`config.mk`:
```
export PLATFORM = sky130hd
export DESIGN_NAME = snow64_memory_bus_arbiter_flat
export DESIGN_NICKNAME = d
export VERILOG_FILES = /design/src/rtl/snow64_memory_bus_arbiter_if.sv /design/src/rtl/snow64_memory_bus_arbiter.sv /design/src/flat_wrapper.sv
export SDC_FILE = /design/constraint.sdc
export NUM_CORES = 2
export LEC_CHECK = 0
export ABC_AREA = 1
export BUFFER_PORTS_ARGS = -buffer_cell sky130_fd_sc_hd__buf_2
export CAP_MARGIN = 25
export CORE_AREA = 2 2 710 712
export DETAILED_ROUTE_END_ITERATION = 10
export DIE_AREA = 0 0 712 714
export GPL_TIMING_DRIVEN = 0
export PLACE_DENSITY = 0.3
export SETUP_SLACK_MARGIN = 0.2
export SYNTH_ARGS = -nofsm -noshare
export SYNTH_HDL_FRONTEND = slang
export SYNTH_SLANG_ARGS = --single-unit
```
`constraint.sdc`:
```
create_clock -name clk -period 2.7 [get_ports clk]
set_input_delay 0.135 -clock clk [delete_from_list [all_inputs] [get_ports clk]]
set_output_delay 0.135 -clock clk [all_outputs]
set_load 0.05 [all_outputs]
```
`src/rtl/snow64_memory_bus_arbiter_if.sv`:
```
// Bus bundle between requester channels, the arbiter and the memory port.
// The arbiter takes the slave view; requesters and memory (or a bench) take the master view.
interface snow64_memory_bus_arbiter_if #(
  parameter int NUM_CHANNELS = 3,
  parameter int ADDR_WIDTH   = 64,
  parameter int DATA_WIDTH   = 256
);
  logic [NUM_CHANNELS-1:0]            in_req;
  logic [NUM_CHANNELS-1:0]            in_is_write;
  logic [NUM_CHANNELS*ADDR_WIDTH-1:0] in_addr;
  logic [NUM_CHANNELS*DATA_WIDTH-1:0] in_wdata;
  logic [NUM_CHANNELS-1:0]            out_cmd_accepted;
  logic [NUM_CHANNELS-1:0]            out_valid;
  logic                               out_err;
  logic [DATA_WIDTH-1:0]              out_rdata;
  logic                               mem_req;
  logic [ADDR_WIDTH-1:0]              mem_addr;
  logic [DATA_WIDTH-1:0]              mem_wdata;
  logic                               mem_acc_type;
  logic                               mem_valid;
  logic [DATA_WIDTH-1:0]              mem_rdata;

  modport slave (
    input  in_req, in_is_write, in_addr, in_wdata, mem_valid, mem_rdata,
    output out_cmd_accepted, out_valid, out_err, out_rdata,
           mem_req, mem_addr, mem_wdata, mem_acc_type
  );

  modport master (
    output in_req, in_is_write, in_addr, in_wdata, mem_valid, mem_rdata,
    input  out_cmd_accepted, out_valid, out_err, out_rdata,
           mem_req, mem_addr, mem_wdata, mem_acc_type
  );
endinterface

```
`src/rtl/snow64_memory_bus_arbiter.sv`:
```
// Arbitrates NUM_CHANNELS requesters onto a single memory port, one command
// in flight at a time, with a wait timeout that completes the command with err.
module snow64_memory_bus_arbiter #(
  parameter int NUM_CHANNELS   = 3,
  parameter int ADDR_WIDTH     = 64,
  parameter int DATA_WIDTH     = 256,
  parameter int ROUND_ROBIN    = 1,
  parameter int TIMEOUT_CYCLES = 255
) (
  input logic clk,
  input logic rst_n,
  snow64_memory_bus_arbiter_if.slave bus
);
  localparam int PW = (NUM_CHANNELS > 1) ? $clog2(NUM_CHANNELS) : 1;
  localparam int CW = $clog2(TIMEOUT_CYCLES + 1);

  typedef enum logic [1:0] {StIdle, StWaitMem, StRespond} StateT;

  StateT state, nextState;

  logic [NUM_CHANNELS-1:0][ADDR_WIDTH-1:0] chAddr;
  logic [NUM_CHANNELS-1:0][DATA_WIDTH-1:0] chWdata;

  logic [PW-1:0]         grantIdx;
  logic                  anyReq;
  logic [PW-1:0]         gReg;
  logic [PW-1:0]         ptr;
  logic [CW-1:0]         cnt;
  logic [ADDR_WIDTH-1:0] addrReg;
  logic [DATA_WIDTH-1:0] wdataReg;
  logic                  typeReg;
  logic [DATA_WIDTH-1:0] rdataReg;
  logic                  errFlag;
  logic                  timeoutHit;

  assign chAddr     = bus.in_addr;
  assign chWdata    = bus.in_wdata;
  assign timeoutHit = (cnt == CW'(TIMEOUT_CYCLES - 1));

  // Pick the winning channel: rotating search from ptr, or lowest index in fixed mode.
  always_comb begin
    logic [PW-1:0] idx;
    idx      = '0;
    grantIdx = '0;
    anyReq   = 1'b0;
    for (int k = 0; k < NUM_CHANNELS; k++) begin
      if (ROUND_ROBIN != 0) idx = PW'((int'(ptr) + k) % NUM_CHANNELS);
      else                  idx = PW'(k);
      if (!anyReq && bus.in_req[idx]) begin
        anyReq   = 1'b1;
        grantIdx = idx;
      end
    end
  end

  // State register; reset abandons any transaction in flight.
  always_ff @(posedge clk) begin
    if (!rst_n) state <= StIdle;
    else        state <= nextState;
  end

  // Next-state: memory completion wins over a coincident timeout.
  always_comb begin
    nextState = state;
    case (state)
      StIdle:    if (anyReq) nextState = StWaitMem;
      StWaitMem: if (bus.mem_valid || timeoutHit) nextState = StRespond;
      StRespond: nextState = StIdle;
      default:   nextState = StIdle;
    endcase
  end

  // Command capture, rotation pointer, timeout counter and response data.
  always_ff @(posedge clk) begin
    if (!rst_n) begin
      gReg     <= '0;
      ptr      <= '0;
      cnt      <= '0;
      addrReg  <= '0;
      wdataReg <= '0;
      typeReg  <= 1'b0;
      rdataReg <= '0;
      errFlag  <= 1'b0;
    end else begin
      case (state)
        StIdle: begin
          if (anyReq) begin
            gReg     <= grantIdx;
            addrReg  <= chAddr[grantIdx];
            wdataReg <= chWdata[grantIdx];
            typeReg  <= bus.in_is_write[grantIdx];
            cnt      <= '0;
            if (ROUND_ROBIN != 0)
              ptr <= (grantIdx == PW'(NUM_CHANNELS - 1)) ? '0 : grantIdx + 1'b1;
          end
        end
        StWaitMem: begin
          cnt <= cnt + 1'b1;
          if (bus.mem_valid) begin
            rdataReg <= bus.mem_rdata;
            errFlag  <= 1'b0;
          end else if (timeoutHit) begin
            errFlag  <= 1'b1;
          end
        end
        default: ;
      endcase
    end
  end

  // Outputs decode from state; the accept pulse is the first WaitMem cycle (cnt still 0).
  always_comb begin
    bus.out_cmd_accepted = '0;
    bus.out_valid        = '0;
    bus.mem_req          = (state == StWaitMem);
    bus.out_err          = (state == StRespond) && errFlag;
    bus.out_rdata        = rdataReg;
    bus.mem_addr         = addrReg;
    bus.mem_wdata        = wdataReg;
    bus.mem_acc_type     = typeReg;
    if (state == StWaitMem && cnt == '0) bus.out_cmd_accepted[gReg] = 1'b1;
    if (state == StRespond)              bus.out_valid[gReg]        = 1'b1;
  end
endmodule
```
`src/flat_wrapper.sv`:
```
// flat-port wrapper written by rule: the top's interface ports become plain ports
module snow64_memory_bus_arbiter_flat 
#(
  parameter int NUM_CHANNELS   = 3,
  parameter int ADDR_WIDTH     = 64,
  parameter int DATA_WIDTH     = 256,
  parameter int ROUND_ROBIN    = 1,
  parameter int TIMEOUT_CYCLES = 255
)
  (clk, rst_n, bus_in_req, bus_in_is_write, bus_in_addr, bus_in_wdata, bus_mem_valid, bus_mem_rdata, bus_out_cmd_accepted, bus_out_valid, bus_out_err, bus_out_rdata, bus_mem_req, bus_mem_addr, bus_mem_wdata, bus_mem_acc_type);
  snow64_memory_bus_arbiter_if #(.NUM_CHANNELS(NUM_CHANNELS), .ADDR_WIDTH(ADDR_WIDTH), .DATA_WIDTH(DATA_WIDTH)) bus_i ();
  input logic clk;
  input logic rst_n;
  input wire logic [$bits(bus_i.in_req)-1:0] bus_in_req;
  input wire logic [$bits(bus_i.in_is_write)-1:0] bus_in_is_write;
  input wire logic [$bits(bus_i.in_addr)-1:0] bus_in_addr;
  input wire logic [$bits(bus_i.in_wdata)-1:0] bus_in_wdata;
  input wire logic [$bits(bus_i.mem_valid)-1:0] bus_mem_valid;
  input wire logic [$bits(bus_i.mem_rdata)-1:0] bus_mem_rdata;
  output wire logic [$bits(bus_i.out_cmd_accepted)-1:0] bus_out_cmd_accepted;
  output wire logic [$bits(bus_i.out_valid)-1:0] bus_out_valid;
  output wire logic [$bits(bus_i.out_err)-1:0] bus_out_err;
  output wire logic [$bits(bus_i.out_rdata)-1:0] bus_out_rdata;
  output wire logic [$bits(bus_i.mem_req)-1:0] bus_mem_req;
  output wire logic [$bits(bus_i.mem_addr)-1:0] bus_mem_addr;
  output wire logic [$bits(bus_i.mem_wdata)-1:0] bus_mem_wdata;
  output wire logic [$bits(bus_i.mem_acc_type)-1:0] bus_mem_acc_type;
  assign bus_i.in_req = bus_in_req;
  assign bus_i.in_is_write = bus_in_is_write;
  assign bus_i.in_addr = bus_in_addr;
  assign bus_i.in_wdata = bus_in_wdata;
  assign bus_i.mem_valid = bus_mem_valid;
  assign bus_i.mem_rdata = bus_mem_rdata;
  assign bus_out_cmd_accepted = bus_i.out_cmd_accepted;
  assign bus_out_valid = bus_i.out_valid;
  assign bus_out_err = bus_i.out_err;
  assign bus_out_rdata = bus_i.out_rdata;
  assign bus_mem_req = bus_i.mem_req;
  assign bus_mem_addr = bus_i.mem_addr;
  assign bus_mem_wdata = bus_i.mem_wdata;
  assign bus_mem_acc_type = bus_i.mem_acc_type;
  snow64_memory_bus_arbiter #(.NUM_CHANNELS(NUM_CHANNELS), .ADDR_WIDTH(ADDR_WIDTH), .DATA_WIDTH(DATA_WIDTH), .ROUND_ROBIN(ROUND_ROBIN), .TIMEOUT_CYCLES(TIMEOUT_CYCLES)) u_core (.clk(clk), .rst_n(rst_n), .bus(bus_i));
endmodule
```
==> flow_metrics.tcl <==
set metrics [dict create \
    status "finished with violations" \
    violations "negative setup slack" \
    cpMostUsedCell "buf_12" \
    wire_per_inst_um 25.8 \
    grt_util_all_layers 0.151 \
    fmax_mhz 344 \
    setup_violations 189 \
    cts_sinks 592 \
    setup_slack_ns -0.209 \
    multi_input_area_mm2 0.0212 \
    vias 48800 \
    initial_core_util 0.0639 \
    maxCapViolCount 0 \
    end_kind "flip-flop" \
    worst-path-buf-inv 8 \
    rsz0062_at_grt "yes" \
    worst_pin_slew_ns 1.04 \
    cp.required_ns 3.40 \
    rows 260 \
    r2r-end "u_core.bus.mem_wdata[225]" \
    n_fill_cell 58200 \
    leakage_nw 34.9 \
    critical_path.startpoint_type "flip-flop" \
    path_cells "inv_4 > ha_4 > buf_12 > inv_8 > nand2_4 > nand3_4 > nand2_4 > nand4_1 > nand2_8 > buf_16 > buf_4 > buf_12 > buf_16 > buf_12 > nor2_2 > nor2_4 > nor2_1 > nor2_1" \
    synth.distinct_cells 32 \
    yosysSeqAreaShare 0.371 \
    tns_ns -10.73 \
    maxSlewHeadroom 0.307 \
    synth-seq-cells 592 \
    synth_fp_nets 6642 \
    min-delay-start "bus_in_wdata[265]" \
    die_x_um 712 \
    skew_ns 0.0929 \
    cts-root-buf "clkbuf_16" \
    dp_hpwl_mm 340 \
    path_max_fanout 8 \
    firstDrtPassIters 5 \
    seq_area_mm2 0.0119 \
    viasPerCell 3.12 \
    finalPower_mw 110 \
    synthCells 5410 \
    max_stage_delay_ns 0.37 \
    dieHeight_um 714 \
    first_global_vias 50000 \
    r2r_slack_ns -0.21 \
    grt_max_degree 15 \
    overflow 0 \
    final_cell_mix "buf_2, nor2_1, nand2_1" \
    slew_violations 0 \
    port_buffers 1808 \
    drive_above_1_share 0.359 \
    cts-htree-levels 3 \
    netlist_area_mm2 0.0320 \
    coreArea_mm2 0.500 \
    min_delay_path_depth 7 \
    first_iter_violations 2748 \
    fin_crit_ns 2.91 \
    holdPathEnd "u_core.bus.mem_wdata[9]" \
    numCtsBuffers 93 \
    crit_start "u_core.ptr[0]" \
    peakVddDrop_mv 0.526 \
    slowest_stage "dfxtp_4" \
    remaining_drc_errors 0 \
    fin_crit_sh 1.08 \
    path_clk_slew_ns 0.06 \
    ant_nets 0 \
    yosys_warnings 0 \
    gp_congestion 0.932 \
    regToRegStartpoint "u_core.ptr[0]" \
    worstSkewPairLatency_ns 0.85 \
    final-hold-violation-count 0 \
    final_common_cell "buf_2" \
    critPathKind "flip-flop to flip-flop" \
    num-nets-final 10000 \
    area_growth_pct 134 \
    syn_area_per_cell_um2 5.91 \
    cts_tree "yes" \
    ioPinCount 1810 \
    grt_pass1_wl_mm 508 \
    reg2reg_depth 18 \
    antenna_found_initial 133 \
    power_per_cell_area_mw_per_mm2 1470 \
    hp-class "input pin to flip-flop" \
    critPathTopFamily "simple AND/OR/NAND/NOR gates" \
    arrival_ns 3.60 \
    routed_wl_mm 404 \
    clock_path_buffers 4 \
    dieArea_mm2 0.508 \
]
kinds of logic (layout without fill, tap and decap cells):
| group | after synthesis | in the layout | share of synthesized area |
|---|---|---|---|
| fa+ha+maj | 7 | 7 | 0.00274 |
| other cells | 0 | 77 | 0 |
| simple gates | 3490 | 3490 | 0.412 |
| flops | 592 | 592 | 0.371 |
| compound gates | 604 | 604 | 0.121 |
| buf+inv | 717 | 4187 | 0.0937 |
cell usage after synthesis:
cell      instances  area (um^2)
nor2_1         1807         6780
nand2_1        1647         6180
dfxtp_1         592        11900
inv_1           340         1280
a21boi_0        311         2330
o21ai_0         260         1300
clkbuf_1        195          732
buf_2           124          621
buf_4            34          255
buf_1            15         56.3
nand3_1          15         75.1
a21boi_1         10         75.1
a21oi_1          10         50.1
nor3_1            8         40.0
ha_1              7         87.6
inv_2             6         22.5
a211oi_1          5         37.5
nand4_1           4         25.0
buf_6             3         33.8
nand2_2           3         18.8
nor2_4            2         22.5
o21ai_1           2         10.0
a21o_1            1         7.51
a221oi_1          1         8.76
a31oi_2           1         12.5
nand3_2           1         10.0
nand3b_1          1         7.51
nand4_2           1         12.5
nor4_1            1         6.26
o21a_1            1         7.51
o21ai_2           1         8.76
o21bai_1          1         7.51
area by class of cell:
cell class,instances,area share
Antenna cell,77,0.00257
Buffer,370,0.0437
Clock buffer,126,0.0347
Clock inverter,33,0.00597
Inverter,346,0.0176
Multi-Input combinational cell,4101,0.283
Sequential cell,592,0.158
Tap cell,6681,0.112
Timing Repair Buffer,3312,0.342
sequential cells by signal, indices dropped and copies added, names as in the netlist:
name                     cells
u_core.cnt                   8
u_core.bus.mem_acc_type      1
u_core.bus.out_rdata       256
u_core.errFlag               1
u_core.state                 2
u_core.ptr                   2
u_core.gReg                  2
u_core.bus.mem_addr         64
u_core.bus.mem_wdata       256
worst min-delay path: stages:
cell	delay (ns)
buf_2	0.12
inv_1	0.05
nand2_1	0.08
nand2_4	0.16
nor2_1	0.06
nor2_1	0.09
nor2_1	0.04
per-stage QoR:
step	util	setup WS (ns)	hold WS, ns	area, um^2	instances
2_1_floorplan	-	0.105	0.270	32000	5410
3_3_place_gp	0.0987	-3.03	0.358	49400	13900
3_5_place_dp	0.0997	-2.29	0.365	49900	13900
4_1_cts	0.144	-0.234	0.00169	72100	15500
5_1_grt	0.150	-0.316	0.0625	74800	15600
6_report	0.150	-0.209	0.0438	74900	15600
how the worst max path moves through the flow:
stage / endpoint / slack (ns) / cells after the start
after floorplan: bus_out_cmd_accepted[0] / 0.10 / 5
after detailed placement: u_core.bus.mem_wdata[8] / -2.29 / 13
final: u_core.bus.mem_wdata[225] / -0.21 / 18
after global placement: u_core.bus.mem_addr[41] / -3.03 / 13
after CTS: u_core.bus.mem_wdata[13] / -0.23 / 18
after global routing: u_core.bus.mem_wdata[14] / -0.32 / 19
routing by layer:
layer	up-vias	wire length, um	global-route usage
met5	-	191	0
met4	30	13800	0.0406
met3	425	29700	0.0423
met2	1820	191000	0.259
met1	23200	169000	0.185
li1	23300	-	-
power by group:
part	switching, mW	internal (mW)	leakage (nW)
registers	2.46	12.1	4.87
clock network	5.38	7.58	1.50
logic	55.6	27.2	28.6
total	63.4	46.9	34.9
timing repair:
| item | 4_1_cts | 5_1_grt |
|---|---|---|
| cloned | 35 | 15 |
| buffers inserted | 132 | 31 |
| pin swaps | 318 | 330 |
| hold buffers | 1263 | 0 |
| hold endpoints to repair | 579 | 0 |
| endpoints found under the setup margin | 585 | 342 |
| resized for setup | 1247 | 542 |
(Power assumes the default switching activity.)
